## src/rtl/priority_encoder_nx_reg.sv

```systemverilog
// -----------------------------------------------------------------------------
// priority_encoder_nx_reg
//
// Registered N-to-W priority encoder with a one-deep valid/ready output stage.
// A captured request vector is reduced to the index of its winning bit.
// MSB_PRIORITY=1 selects the highest set bit and 0 selects the lowest.
// The result is flagged as empty (any=0) or multi-hot (multi=1).
// Every accepted multi-hot vector bumps a saturating error counter.
//
// Ports
//   clk        : clock, rising edge
//   rst        : synchronous active-high reset
//   in_valid   : d carries a request vector this cycle
//   in_ready   : stage can take d this cycle (!out_valid || out_ready)
//   d[N-1:0]   : request vector, d[0] is index 0
//   out_valid  : a / any / multi hold a result
//   out_ready  : consumer takes the result this cycle
//   a[W-1:0]   : index of the winning request bit
//   any        : captured vector had at least one bit set
//   multi      : captured vector had two or more bits set
//   err_count  : saturating count of accepted multi-hot vectors
// -----------------------------------------------------------------------------
module priority_encoder_nx_reg #(
   parameter int  N            = 8,
   parameter bit  MSB_PRIORITY = 1'b1,
   parameter int  CNT_W        = 8,
   localparam int W            = $clog2(N)
) (
   input  logic             clk,
   input  logic             rst,
   input  logic             in_valid,
   output logic             in_ready,
   input  logic [N-1:0]     d,
   output logic             out_valid,
   input  logic             out_ready,
   output logic [W-1:0]     a,
   output logic             any,
   output logic             multi,
   output logic [CNT_W-1:0] err_count
);

   typedef enum logic {
      EMPTY = 1'b0,
      FULL  = 1'b1
   } state_t;

   state_t           state_reg;
   logic [W-1:0]     a_reg;
   logic             any_reg;
   logic             multi_reg;
   logic [CNT_W-1:0] err_count_reg;

   logic [W-1:0]     win_idx;
   logic             any_hot;
   logic             multi_hot;
   logic             accept;

   // The loop only ever assigns indices 0..N-1, so a non-power-of-two N
   // can never produce an out-of-range index.
   generate
      if (MSB_PRIORITY) begin : g_msb
         // Ascending scan: the last (highest) set bit overwrites earlier ones.
         always_comb begin
            win_idx = '0;
            for (int i = 0; i < N; i++) begin
               if (d[i]) win_idx = W'(i);
            end
         end
      end else begin : g_lsb
         // Descending scan: the last (lowest) set bit overwrites earlier ones.
         always_comb begin
            win_idx = '0;
            for (int i = N - 1; i >= 0; i--) begin
               if (d[i]) win_idx = W'(i);
            end
         end
      end
   endgenerate

   assign any_hot   = |d;
   // Clearing the lowest set bit leaves something only if two or more were set.
   assign multi_hot = |(d & (d - N'(1)));

   assign out_valid = (state_reg == FULL);
   assign in_ready  = !out_valid || out_ready;
   assign accept    = in_valid && in_ready;

   always_ff @(posedge clk) begin
      if (rst) begin
         state_reg     <= EMPTY;
         a_reg         <= '0;
         any_reg       <= 1'b0;
         multi_reg     <= 1'b0;
         err_count_reg <= '0;
      end else begin
         if (accept) begin
            // Covers both a fill from EMPTY and a same-edge pop+push in FULL.
            state_reg <= FULL;
            a_reg     <= win_idx;
            any_reg   <= any_hot;
            multi_reg <= multi_hot;
            if (multi_hot && (err_count_reg != {CNT_W{1'b1}})) begin
               err_count_reg <= err_count_reg + CNT_W'(1);
            end
         end else if ((state_reg == FULL) && out_ready) begin
            state_reg <= EMPTY;
         end
      end
   end

   assign a         = a_reg;
   assign any       = any_reg;
   assign multi     = multi_reg;
   assign err_count = err_count_reg;

endmodule

```

## config.mk

```make
export PLATFORM = sky130hd
export DESIGN_NAME = priority_encoder_nx_reg
export DESIGN_NICKNAME = d
export VERILOG_FILES = /design/src/rtl/priority_encoder_nx_reg.sv
export SDC_FILE = /design/constraint.sdc
export NUM_CORES = 1
export LEC_CHECK = 0
export CELL_PAD_IN_SITES_DETAIL_PLACEMENT = 0
export CELL_PAD_IN_SITES_GLOBAL_PLACEMENT = 1
export CORE_ASPECT_RATIO = 0.75
export CORE_UTILIZATION = 28
export CTS_CLUSTER_DIAMETER = 200
export DETAILED_ROUTE_END_ITERATION = 12
export GPL_TIMING_DRIVEN = 0
export PLACE_DENSITY_LB_ADDON = 0.1
export REMOVE_ABC_BUFFERS = 1
export SLEW_MARGIN = 30
export SYNTH_ARGS = -nofsm -noshare
export SYNTH_HDL_FRONTEND = slang
export SYNTH_SLANG_ARGS = --single-unit
```

## constraint.sdc

```tcl
create_clock -name clk -period 2.1 [get_ports clk]
set_clock_uncertainty 0.1 [all_clocks]
set_input_delay 0.42 -clock clk [delete_from_list [all_inputs] [get_ports clk]]
set_output_delay 0.42 -clock clk [all_outputs]
set_load 0.01 [all_outputs]
```

After elaboration in Yosys (flattened, before gate mapping)
Index checks and enable logic that the tools add are counted.
{ "totals": {"regBits": 14, "latch_bits": 0, "mem_bits_rw": 0, "romBits": 0, "in_bits": 12, "output_inout_bits": 15, "word_cells": 27, "n_memories": 0} }
{ "classes": {"addsub": 2, "multipliers": 0, "div": 0, "magnitude_cmp": 0, "eq_ne": 1, "n_shift": 0, "n_mux": 9, "bitwise": 1, "reduce_logical": 9} }
{ "ops": {"columns": ["op", "n"], "rows": [
  ["$reduce_or 8->1", 2],
  ["$mux 3", 4],
  ["$add 8x1->8 const B", 1],
  ["$and 8x8->8", 1],
  ["$ne 8x8->1 const B", 1],
  ["$sub 8x1->8 const B", 1],
  ["$mux 2", 2],
  ["$logic_and 1x1->1", 3],
  ["$mux 1", 3],
  ["$reduce_and 2->1", 1],
  ["$reduce_bool 2->1", 1],
  ["$logic_not 1->1", 1],
  ["$logic_or 1x1->1", 1]
]} }

Longest topological paths before layout
{ "depth": {"ltp_word": 7, "ltp_mapped": 6, "mapped_depth_nobuf": 6} }

Worst setup path after synthesis
No wires, ideal clock.
{ "synth_path": {"kind": "in2reg", "from": "in d[3]", "to": "reg err_count_reg[1], in the netlist err_count[1]", "setup_ps": 115, "arrival_time_ps": 1842, "t_required_ps": 1885, "slack_ps": 43, "cell_stages": 5, "path_buffers": 0, "cell_sequence": "or4_4 > a2111oi_4 > o22ai_1 > and3_1 > o21ba_2"} }
{ "synth_between": {"elab_chain_len": 5} }
{ "synth_rtl": {"columns": ["element", "line", "source"], "rows": [
  ["start, declared", "33", "input logic [N-1:0] d,"],
  ["$sub 8x1->8", "82", "assign multi_hot = |(d & (d - N'(1)));"],
  ["$and 8x8->8 *", "82", null],
  ["$reduce_or 8->1 *", "82", null],
  ["$logic_and 1x1->1 *", "102", "if (multi_hot && (err_count_reg != {CNT_W{1'b1}})) begin"],
  ["$reduce_and 2->1 (no line) *", null, null],
  ["end signal, assigned", "103", "err_count_reg <= err_count_reg + CNT_W'(1);"],
  ["end, declared", "51", "logic [CNT_W-1:0] err_count_reg;"]
]} }
Every way passes the cells marked *; elsewhere a longest branch is shown, timed or not.
A chain may end at the register's enable or synchronous reset.

Worst setup path in the final report
{ "layout_path": {"from": "in d[3]", "to": "reg err_count_reg[2], in the netlist err_count[2]"} }
Same word-level chain as after synthesis.

==> impl_metrics.py <==
metrics = {
    "setup_path": {
        "cp.required_ns": 2.17,
        "cp-end-kind": "flip-flop",
        "start_kind": "primary input",
        "crit_chain": "clkbuf_2, or4_4, a2111oi_4, o22a_4, buf_6, o21ai_0, a21oi_1",
        "max_stage_delay_ns": 0.57,
        "rr_worst_depth": 6,
        "arrival_ns": 2.06,
        "crit_fanout": 7,
        "crit_family": "compound AO/OA/AOI/OAI gates",
        "critPathBufInv": 2,
        "crit_path_top_delay_cell": "or4_4",
        "r2r_end": "err_count[7]$_SDFFE_PP0P_",
        "r2r_start": "err_count[0]$_SDFFE_PP0P_",
        "path_class": "in2reg",
        "rrSetupSlack_ns": 0.22,
    },
    "layout": {
        "area_growth_pct": 49.60,
        "drive_gt1_share_pct": 21.19,
        "n_antenna_cell": 0,
        "final_common_cell": "clkdlybuf4s50_1",
        "largest_reg_flops": 8,
        "final_cell_mix": "17 x clkdlybuf4s50_1, 14 x dfxtp_1, 11 x nor2_1, 9 x a21oi_1, 5 x clkbuf_2",
        "num-nets-final": 132,
    },
    "timing": {
        "rsz0062_at_grt": "no",
        "max_slew.worst_pin.slew_ns": 0.5725,
        "finalMaxSlewViolations": 0,
        "fin_crit_sh_pct": 95.05,
        "layout_setup_ws_ns": 0.1041,
        "relSlewSlack_pct": 61.71,
        "fin_crit_ns": 1.996,
        "finalHoldViolCount": 0,
        "max_freq_ghz": 0.5010,
        "setup_viol": 0,
    },
    "synthesis": {
        "yosysSeqAreaShare_pct": 36.07,
        "synth_edf_count": 0,
        "ys_types": 37,
        "synthFlopType": "dfxtp_1",
        "async_reset_ff_share_pct": 0,
        "syn_avg_cell_area_um2": 8.730,
        "ys_ff_latch": 14,
        "syn_area_um2": 777.0,
        "postSynthCellCount": 89,
        "yosysWarnings": 0,
    },
    "clock_network": {
        "htree_levels": 1,
        "cts_tree": "yes",
        "clk_pin_slew_ns": 0.06,
        "clock_latency_ns": 0.24,
        "cts.sinks": 14,
        "cts_inserted_buffers": 3,
        "root_buffer": "clkbuf_8",
        "cts_max_path_buffers": 2,
    },
    "power_and_ir_drop": {
        "irDropWorstVdd_uv": 306.5,
        "swShare_pct": 24.62,
        "seq_power_share_pct": 43.0,
        "p_total_mw": 0.6672,
        "power_leakage_nw": 0.4165,
        "power.switching_mw": 0.1643,
        "p_clk_share_pct": 39.6,
        "intPower_mw": 0.5029,
        "power_frac_comb_pct": 17.4,
        "p_per_area_nw_per_um2": 574.0,
    },
    "routing": {
        "ant_nets": 0,
        "drt_iter0_drc": 32,
        "wl_um": 2023,
        "vias_per_cell": 5.208,
        "drt-pass1-iter-count": 4,
        "vias": 802,
        "drc": 0,
        "wl_per_cell_um": 13.14,
    },
    "global_routing": {
        "grt_overflow_total": 0,
        "grt_max_degree": 15,
        "first_global_vias": 681,
        "grt_pass1_wl_um": 3180,
        "antenna_found_initial": 0,
        "grt_usage_pct": 14.10,
    },
    "worst_hold_path": {
        "min_from": "a[1]$_SDFFE_PP0P_",
        "hp-class": "reg2reg",
        "min_to": "a[1]$_SDFFE_PP0P_",
        "hold_depth": 2,
    },
    "placed_design": {
        "pre_cts_slack_ns": -0.6270,
        "port_buffers": 26,
        "gp_congestion": 0.7396,
        "dp_hpwl_um": 1465,
    },
    "floorplanning": {
        "die_width_um": 62.83,
        "initial_utilization_pct": 29.63,
        "core-area_um2": 2623,
        "num_rows": 16,
        "die_h_um": 47.62,
        "pin_count": 27,
        "dieArea_um2": 2992,
    },
    "run_status": {
        "outcome": "finished clean",
    },
    "job": {
        "cap_violations": 0,
    },
}
power groups by stage:
stage | registers, mW | clock network [mW] | logic [mW]
after global placement | 0.292 | 0 | 0.113
after global routing | 0.289 | 0.285 | 0.128
after floorplan | 0.298 | 0 | 0.0386
after CTS | 0.287 | 0.274 | 0.113
after detailed placement | 0.293 | 0 | 0.113
final | 0.287 | 0.264 | 0.116
kinds of logic after synthesis:
group | Yosys count | synth area share (%)
AO/OA/AOI/OAI | 31 | 31.08
adder cells (fa/ha/maj) | 1 | 1.610
buffers and inverters | 5 | 3.865
flip-flops | 14 | 36.07
AND/OR/NAND/NOR | 38 | 27.38
synthesized netlist by cell type (3+ instances only):
master	instances	area share (%)
dfxtp_1	14	36
nor2_1	12	5.8
a21oi_1	9	5.8
a311oi_1	4	4.5
nand3_1	4	2.6
and3_1	3	2.4
nor3_1	3	1.9
o21ai_0	3	1.9
o31ai_1	3	2.9
or3_1	3	2.4
per-layer routing:
layer | track usage (%) | part of all wire, % | vias to the layer above
met4 | 1.395 | 0 | 0
met1 | 19.12 | 49 | 378
met3 | 5.000 | 4.3 | 0
met5 | 0 | 0 | -
met2 | 22.61 | 46 | 20
li1 | - | - | 404
per-stage QoR:
step	cell area [um2]	cells	setup TNS, ns	hold WS, ns	util, %
after floorplan	754.5	86	0	0.3846	-
after global placement	1060	148	-5.122	0.3858	40.41
after detailed placement	1060	148	-5.258	0.3931	40.41
after CTS	1144	154	0	0.4016	43.61
after global routing	1162	154	0	0.4216	44.32
final	1162	154	0	0.3945	44.32
worst max path at each step:
stage	start	end	slack, ns	depth (start not counted)
after floorplan	d[3]	err_count[1]$_SDFFE_PP0P_	0.04	5
after global placement	d[3]	err_count[1]$_SDFFE_PP0P_	-0.62	6
after detailed placement	d[3]	err_count[1]$_SDFFE_PP0P_	-0.63	6
after CTS	d[6]	err_count[4]$_SDFFE_PP0P_	0.02	5
after global routing	d[3]	err_count[2]$_SDFFE_PP0P_	0.02	7
final	d[3]	err_count[2]$_SDFFE_PP0P_	0.10	7
worst register-to-register path, cell delays in order, from the launching register on:
cell and delay, ns:
dfxtp_1 0.34, ha_1 0.25, nand3_1 0.12, o211ai_1 0.13, or2_4 0.28, or4_1 0.41
a21oi_1 0.16
cell type report:
class	instances	area, um2
clock buffer	4	55.05
fill	270	1460
inverter	2	7.507
multi-input combinational	70	514.2
sequential	14	280.3
tap	36	45.04
timing repair buffer	28	260.3
timing repair:
item                                    CTS  global route
gates resized for setup                  11            19
endpoints found under the setup margin   10             6
hold buffers                              0             0
pin swaps                                 3             6
setup buffers                             2             0
No activity file was read; power rests on OpenSTA's default activity.
